==> src/rtl/sp_ram_arbiter_if.sv <==
// Requester-side bundle for sp_ram_arbiter. Signal suffixes (_i/_o) are named
// from the arbiter's point of view, so the requester drives the *_i signals.
interface sp_ram_arbiter_if #(
    parameter int ADDR_WIDTH = 12,
    parameter int DATA_WIDTH = 32
);
    logic                    req_i;
    logic                    gnt_o;
    logic [ADDR_WIDTH-1:0]   addr_i;
    logic                    we_i;
    logic [DATA_WIDTH/8-1:0] be_i;
    logic [DATA_WIDTH-1:0]   wdata_i;
    logic                    rvalid_o;
    logic [DATA_WIDTH-1:0]   rdata_o;

    modport master (
        output req_i, addr_i, we_i, be_i, wdata_i,
        input  gnt_o, rvalid_o, rdata_o
    );

    modport slave (
        input  req_i, addr_i, we_i, be_i, wdata_i,
        output gnt_o, rvalid_o, rdata_o
    );
endinterface

==> src/rtl/sp_ram_arbiter.sv <==
// Two-port arbiter in front of a single-port RAM with one-cycle registered read.
// Define SP_RAM_ARB_ROUND_ROBIN_EN for round-robin conflicts; default is fixed priority (port 0).
module sp_ram_arbiter #(
    parameter int ADDR_WIDTH = 12,
    parameter int DATA_WIDTH = 32
) (
    input  logic                    clk,
    input  logic                    rst,
    sp_ram_arbiter_if.slave         p0,
    sp_ram_arbiter_if.slave         p1,
    output logic                    ram_en_o,
    output logic [ADDR_WIDTH-1:0]   ram_addr_o,
    output logic                    ram_we_o,
    output logic [DATA_WIDTH/8-1:0] ram_be_o,
    output logic [DATA_WIDTH-1:0]   ram_wdata_o,
    input  logic [DATA_WIDTH-1:0]   ram_rdata_i
);

    typedef enum logic [1:0] {
        OWN_NONE = 2'b00,
        OWN_P0   = 2'b01,
        OWN_P1   = 2'b10
    } owner_e;

    owner_e r_owner;
    owner_e w_owner_nxt;
    logic   w_gnt0;
    logic   w_gnt1;
    logic   w_p0_wins;

`ifdef SP_RAM_ARB_ROUND_ROBIN_EN
    logic r_last_gnt;  // 1 = port 1 was granted most recently

    // NOTE: sequential state uses non-blocking assignments so every register
    // samples pre-edge values regardless of block ordering.
    always_ff @(posedge clk) begin
        if (rst) begin
            r_last_gnt <= 1'b1;
        end else if (w_gnt0) begin
            r_last_gnt <= 1'b0;
        end else if (w_gnt1) begin
            r_last_gnt <= 1'b1;
        end
    end

    assign w_p0_wins = r_last_gnt;
`else
    assign w_p0_wins = 1'b1;
`endif

    // NOTE: every output of a combinational block gets a default first so no
    // path through the if/else tree can infer a latch.
    always_comb begin
        w_gnt0 = 1'b0;
        w_gnt1 = 1'b0;
        if (!rst) begin
            if (p0.req_i && p1.req_i) begin
                w_gnt0 = w_p0_wins;
                w_gnt1 = !w_p0_wins;
            end else begin
                w_gnt0 = p0.req_i;
                w_gnt1 = p1.req_i;
            end
        end
    end

    // Idle cycles leave the port-0 fields on the RAM bus.
    always_comb begin
        ram_addr_o  = p0.addr_i;
        ram_we_o    = p0.we_i;
        ram_be_o    = p0.be_i;
        ram_wdata_o = p0.wdata_i;
        if (w_gnt1) begin
            ram_addr_o  = p1.addr_i;
            ram_we_o    = p1.we_i;
            ram_be_o    = p1.be_i;
            ram_wdata_o = p1.wdata_i;
        end
    end

    assign ram_en_o = w_gnt0 | w_gnt1;

    always_comb begin
        w_owner_nxt = OWN_NONE;
        if (w_gnt0) begin
            w_owner_nxt = OWN_P0;
        end else if (w_gnt1) begin
            w_owner_nxt = OWN_P1;
        end
    end

    always_ff @(posedge clk) begin
        if (rst) begin
            r_owner <= OWN_NONE;
        end else begin
            r_owner <= w_owner_nxt;
        end
    end

    // Gating with rst drops a response still owed when reset lands mid-access.
    assign p0.gnt_o    = w_gnt0;
    assign p1.gnt_o    = w_gnt1;
    assign p0.rvalid_o = !rst && (r_owner == OWN_P0);
    assign p1.rvalid_o = !rst && (r_owner == OWN_P1);
    assign p0.rdata_o  = ram_rdata_i;
    assign p1.rdata_o  = ram_rdata_i;

endmodule

==> src/flat_wrapper.sv <==
// flat-port wrapper written by rule: the top's interface ports become plain ports
module sp_ram_arbiter_flat 
#(
    parameter int ADDR_WIDTH = 12,
    parameter int DATA_WIDTH = 32
)
  (clk, rst, ram_en_o, ram_addr_o, ram_we_o, ram_be_o, ram_wdata_o, ram_rdata_i, p0_req_i, p0_addr_i, p0_we_i, p0_be_i, p0_wdata_i, p0_gnt_o, p0_rvalid_o, p0_rdata_o, p1_req_i, p1_addr_i, p1_we_i, p1_be_i, p1_wdata_i, p1_gnt_o, p1_rvalid_o, p1_rdata_o);
  sp_ram_arbiter_if #(.ADDR_WIDTH(ADDR_WIDTH), .DATA_WIDTH(DATA_WIDTH)) p0_i ();
  sp_ram_arbiter_if #(.ADDR_WIDTH(ADDR_WIDTH), .DATA_WIDTH(DATA_WIDTH)) p1_i ();
  input  logic clk;
  input  logic rst;
  output logic ram_en_o;
  output logic [ADDR_WIDTH-1:0] ram_addr_o;
  output logic ram_we_o;
  output logic [DATA_WIDTH/8-1:0] ram_be_o;
  output logic [DATA_WIDTH-1:0] ram_wdata_o;
  input  logic [DATA_WIDTH-1:0] ram_rdata_i;
  input wire logic [$bits(p0_i.req_i)-1:0] p0_req_i;
  input wire logic [$bits(p0_i.addr_i)-1:0] p0_addr_i;
  input wire logic [$bits(p0_i.we_i)-1:0] p0_we_i;
  input wire logic [$bits(p0_i.be_i)-1:0] p0_be_i;
  input wire logic [$bits(p0_i.wdata_i)-1:0] p0_wdata_i;
  output wire logic [$bits(p0_i.gnt_o)-1:0] p0_gnt_o;
  output wire logic [$bits(p0_i.rvalid_o)-1:0] p0_rvalid_o;
  output wire logic [$bits(p0_i.rdata_o)-1:0] p0_rdata_o;
  input wire logic [$bits(p1_i.req_i)-1:0] p1_req_i;
  input wire logic [$bits(p1_i.addr_i)-1:0] p1_addr_i;
  input wire logic [$bits(p1_i.we_i)-1:0] p1_we_i;
  input wire logic [$bits(p1_i.be_i)-1:0] p1_be_i;
  input wire logic [$bits(p1_i.wdata_i)-1:0] p1_wdata_i;
  output wire logic [$bits(p1_i.gnt_o)-1:0] p1_gnt_o;
  output wire logic [$bits(p1_i.rvalid_o)-1:0] p1_rvalid_o;
  output wire logic [$bits(p1_i.rdata_o)-1:0] p1_rdata_o;
  assign p0_i.req_i = p0_req_i;
  assign p0_i.addr_i = p0_addr_i;
  assign p0_i.we_i = p0_we_i;
  assign p0_i.be_i = p0_be_i;
  assign p0_i.wdata_i = p0_wdata_i;
  assign p0_gnt_o = p0_i.gnt_o;
  assign p0_rvalid_o = p0_i.rvalid_o;
  assign p0_rdata_o = p0_i.rdata_o;
  assign p1_i.req_i = p1_req_i;
  assign p1_i.addr_i = p1_addr_i;
  assign p1_i.we_i = p1_we_i;
  assign p1_i.be_i = p1_be_i;
  assign p1_i.wdata_i = p1_wdata_i;
  assign p1_gnt_o = p1_i.gnt_o;
  assign p1_rvalid_o = p1_i.rvalid_o;
  assign p1_rdata_o = p1_i.rdata_o;
  sp_ram_arbiter #(.ADDR_WIDTH(ADDR_WIDTH), .DATA_WIDTH(DATA_WIDTH)) u_core (.clk(clk), .rst(rst), .p0(p0_i), .p1(p1_i), .ram_en_o(ram_en_o), .ram_addr_o(ram_addr_o), .ram_we_o(ram_we_o), .ram_be_o(ram_be_o), .ram_wdata_o(ram_wdata_o), .ram_rdata_i(ram_rdata_i));
endmodule
==> config.mk <==
export PLATFORM = sky130hd
export DESIGN_NAME = sp_ram_arbiter_flat
export DESIGN_NICKNAME = d
export VERILOG_FILES = /design/src/rtl/sp_ram_arbiter_if.sv /design/src/rtl/sp_ram_arbiter.sv /design/src/flat_wrapper.sv
export SDC_FILE = /design/constraint.sdc
export NUM_CORES = 1
export LEC_CHECK = 0
export CELL_PAD_IN_SITES_DETAIL_PLACEMENT = 0
export CELL_PAD_IN_SITES_GLOBAL_PLACEMENT = 1
export CORE_MARGIN = 3
export CORE_UTILIZATION = 11
export CTS_CLUSTER_SIZE = 30
export DETAILED_ROUTE_END_ITERATION = 12
export PLACE_DENSITY_LB_ADDON = 0.25
export SYNTH_ARGS = -nofsm -noshare
export SYNTH_HDL_FRONTEND = slang
export SYNTH_SLANG_ARGS = --single-unit
==> constraint.sdc <==
create_clock -name clk -period 4.1 [get_ports clk]
set_input_delay 0.82 -clock clk [delete_from_list [all_inputs] [get_ports clk]]
set_output_delay 0.82 -clock clk [all_outputs]
set_load 0.02 [all_outputs]
After elaboration in Yosys (flattened, before gate mapping)
Cells that the tools add are included.

Register bits after elaboration: 2. Output and inout port bits: 118.

Bitwise operators: 1. Muxes and demuxes: 10. Equality and inequality tests: 2. Reduce and logical (&&, ||, !) cells: 5.

Operators by type and width (number): 2-to-1 mux 32 bit (1); 2-to-1 mux 12 bit (1); 2-to-1 mux 1 bit (6); 2-to-1 mux 4 bit (1); logical AND 1 bit (3); == test 2 x 1 -> 1 bit (second input constant) (1); == test 2 bit (second input constant) (1); 2-to-1 mux 2 bit (1); OR reduction 2 bit (1); logical NOT 1 bit (1); bitwise OR 1 bit (1).

Logic depth before layout (Yosys ltp)
Gate-level depths: netlist (run 1).

Word-level depth: 5. Gate-level depth with buffers: 3.

Least setup slack after synthesis (run 1)
OpenSTA, ideal clock, no wires.

Path type: in2out. From: input port rst. To: output port ram_wdata_o[22]. Required time: 3.280 ns. Slack: 1.536 ns. Arrival: 1.744 ns. Path buffers: 1. Cell stages on the path: 3. Cells stage by stage: nor3b_4 buf_6 mux2_2.

Cells in the longest elaborated chain, start to end: 2.

Ends and longest elaborated chain: from (decl) (line flat_wrapper.sv:11) `input logic rst;`; 2-to-1 mux 1 bit (line sp_ram_arbiter.sv:56) `if (!rst) begin`; via p1_gnt_o (line flat_wrapper.sv:31) `output wire logic [$bits(p1_i.gnt_o)-1:0] p1_gnt_o;`; 2-to-1 mux 32 bit (line sp_ram_arbiter.sv:73) `if (w_gnt1) begin`; to (decl) (line flat_wrapper.sv:16) `output logic [DATA_WIDTH-1:0] ram_wdata_o;`.

The timed path passes the listed nets, and every way through them passes these cells.

Worst setup path in the final report (run 1)
From: input port rst. To: output port ram_wdata_o[27].

Cells in the longest elaborated chain, start to end: 2.

Ends and longest elaborated chain (line): 2-to-1 mux 1 bit (sp_ram_arbiter.sv:56); 2-to-1 mux 32 bit (sp_ram_arbiter.sv:73).

No other way between the ends.

==> results.md, run 1 <==
* RSZ-0062 raised after global routing: no
* Kind of launch point of the worst setup path: input port
* Post-synth net total at ~260
* Placer's final routability congestion estimate at 0.6417
* Arrival time worst endpoint at approximately 2.9 ns
* Max capacitance violation total at 0
* Vias per std cell at 3.315
* Number of antenna repair diodes at 0
* Remaining DRCs at 0
* Post-synthesis simple-gate area fraction at 0.05252
* Final routed wire length divided by cell count at ~13 um
* Chip Width at 110.1 um
* Yosys synthesis warning count at 0
* Worst-Margin Slew at 0.2731 ns
* Largest family of logic cells by synthesized area: multiplexers
* Post-Synth Adder-Cell Area at 0
* Via count of the first global-routing pass at between 1000 and 1500
* Critical hold path startpoint: p1_req_i
* Initial Utilization at 0.1144
* Sequential fraction of the synthesis area at 0.03361
* Status: finished, final reports clean
* Instance count of the mapped netlist at 128
* Root buffer selected by CTS: sky130_fd_sc_hd__clkbuf_8
* Power per cell area at roughly 150 nW/um^2
* Worst-case clock buffer depth at 2
* Resized Gates After CTS at 0
* Worst hold path type: in -> reg
* Post-synthesis share of cell area spent on xor and xnor gates at 0
* Summed instance area of the synthesized netlist at 1191 um^2
* Distinct cell type count after synthesis at 10
* Endpoint, Worst Hold: u_core.r_owner[1]$_SDFF_PP0_
* Critical setup path kind: in -> out
* Flop and latch count out of synthesis at 2
* Gate power share at 0.733
* Endpoints failing hold at 0
* Number of buffers created by CTS at 3
* WL final at around 4500 um
* Clock share of power at 0.209
* Cell types occupying the most area after synthesis: sky130_fd_sc_hd__mux2_2 (43%), sky130_fd_sc_hd__buf_4 (40%), sky130_fd_sc_hd__buf_6 (4.7%)
* Slew headroom at 0.8174
* Fraction of synthesized cell area taken by the top area cell type at 0.4254
* Fmax at around 270 MHz
* GR Util All Layers at 0.06455
* Category of the worst setup path capture point: output port
* Post-DRT Antenna Nets at 0
* Most used cells in the layout excluding fill and tap cells: sky130_fd_sc_hd__clkdlybuf4s50_1 (155), sky130_fd_sc_hd__mux2_2 (45), sky130_fd_sc_hd__mux2_1 (4)
* Clock tree from TritonCTS: yes
* Remaining global-route overflow at 0
* Chip height at between 100 and 150 um
* HPWL after DPL at between 3000 and 4000 um
* Critical Path RT at 3.28 ns
* Number of rows in the core area at 37
* Wire length of the first global-routing pass at approximately 6000 um
* Final worst path period need at ~3.7 ns
* Core area at ~10000 um^2
* Sequential share of power at 0.057
* Number of levels the H-tree was split into at 1
* Max Fanout on Critical Path at 38
* Number of iterations in the first detailed-routing pass at 2
* Number of nets in the layout at about 360
* Switching Power at approximately 0.11 mW
* Mean cell area of the mapped netlist at ~9.3 um^2
* Multiplexer share of the synthesized area at 0.4632
* Via Count at 1177
* Most common library cell in the layout ignoring fill and taps: sky130_fd_sc_hd__clkdlybuf4s50_1
* Internal power at between 0.2 and 0.3 mW
* Pin count of the biggest net entering global routing at 39
* Setup fix buffers added after clock tree synthesis at 0
* Antenna violations before repair at 0
* Pre-CTS setup slack at ~0.40 ns
* Area added between synthesis and finish at 105.3%
* Count of input and output buffers at 155
* Clock slew at reported path FFs at about 0.030 ns
* Biggest regs: u_core.r_owner (2)
* Biggest register: u_core.r_owner
* Period utilisation layout at 0.8958
* Net Sw Frac at 0.2933
* IO Count at 252
* Post-CTS Hold Fix Bufs at 0
* Synthesized-area fraction occupied by ao, oa, aoi and oai cells at 0
* TNS Setup at 0 ns
* Number of failing setup endpoints in the final timing report at 0
* DRC violation total after the first TritonRoute iteration at 24
* Number of sinks on the clock net at 2
* Peak VDD IR at slightly above 100 uV
* Max FFs per register at 2
* Layout cell share with drive strength beyond 1 at 0.2329
* Least setup slack across all paths after layout at between 0.4 and 0.5 ns
* Static leakage power at between 0.8 and 0.9 nW
* Largest area contributor in the synthesized netlist: sky130_fd_sc_hd__mux2_2
* Total die area at roughly 12000 um^2
* Max-slew violation count at 0
* Worst Hold Depth at 2
## through the flow
stage                     instances  hold WS, ns  cell area, um^2    util  total power, mW
final                           355        1.274             2445  0.2347           0.3655
after global routing            355        1.308             2445  0.2347           0.3890
after CTS                       355        1.270             2445  0.2347           0.3728
after detailed placement        352        1.484             2404  0.2308           0.2921
after global placement          352        1.481             2404  0.2308           0.2920
after floorplan                 128       0.8951             1191       -           0.2124
## area by class of cell
cell class / instances / area, um^2
Fill cell: 1161 / 7971
Timing Repair Buffer: 157 / 1579
Multi-Input combinational cell: 57 / 614.3
Tap cell: 136 / 170.2
Clock buffer: 3 / 41.29
Sequential cell: 2 / 40.04
## cell usage after synthesis
master and n:
sky130_fd_sc_hd__buf_6 5, sky130_fd_sc_hd__nor3b_4 1, sky130_fd_sc_hd__nor2b_1 1, sky130_fd_sc_hd__and2b_1 1, sky130_fd_sc_hd__nor2_1 2, sky130_fd_sc_hd__dfxtp_1 2, sky130_fd_sc_hd__nor3b_1 3, sky130_fd_sc_hd__buf_4 64
sky130_fd_sc_hd__mux2_2 45, sky130_fd_sc_hd__mux2_1 4
## worst max-delay path: stages
cell and delay [ns]:
sky130_fd_sc_hd__clkdlybuf4s50_1 0.54, sky130_fd_sc_hd__nor3b_4 0.30, sky130_fd_sc_hd__buf_12 0.27, sky130_fd_sc_hd__mux2_2 0.37
sky130_fd_sc_hd__clkdlybuf4s50_1 0.54
## worst max path at each step
| stage | start | endpoint | slack [ns] | depth (start not counted) |
|---|---|---|---|---|
| floorplan | rst | ram_wdata_o[22] | 1.54 | 3 |
| global placement | rst | ram_wdata_o[22] | 0.40 | 5 |
| detailed placement | rst | ram_wdata_o[27] | 0.40 | 5 |
| CTS | rst | ram_wdata_o[27] | 0.38 | 5 |
| global route | rst | ram_wdata_o[22] | 0.27 | 5 |
| finish | rst | ram_wdata_o[27] | 0.43 | 5 |
## kinds of logic after synthesis
group,Yosys count
buffers and inverters,69
flip-flops,2
multiplexers,49
AND/OR/NAND/NOR,8
## layer usage
layer,routed length (um),track usage,part of all wire
met3,692,0.02621,0.15
met4,129,0.03829,0.029
met5,0,0,0
met1,1346,0.05641,0.30
met2,2310,0.1222,0.52
## power groups by stage
stage | clock network (mW) | logic, mW | registers (mW)
global route | 0.0823 | 0.286 | 0.0210
detailed placement | 0 | 0.271 | 0.0212
finish | 0.0765 | 0.268 | 0.0209
CTS | 0.0794 | 0.273 | 0.0209
global placement | 0 | 0.271 | 0.0211
floorplan | 0 | 0.191 | 0.0211
Power figures use the tool's default switching activity.
==> run 2: changes to the inputs <==
Settings changed: CTS_CLUSTER_SIZE 30 to 8, SKIP_LAST_GASP from default to 1.
==> results of run 2 <==
Same layout as run 1: the final DEF is identical, and so are final timing and power.
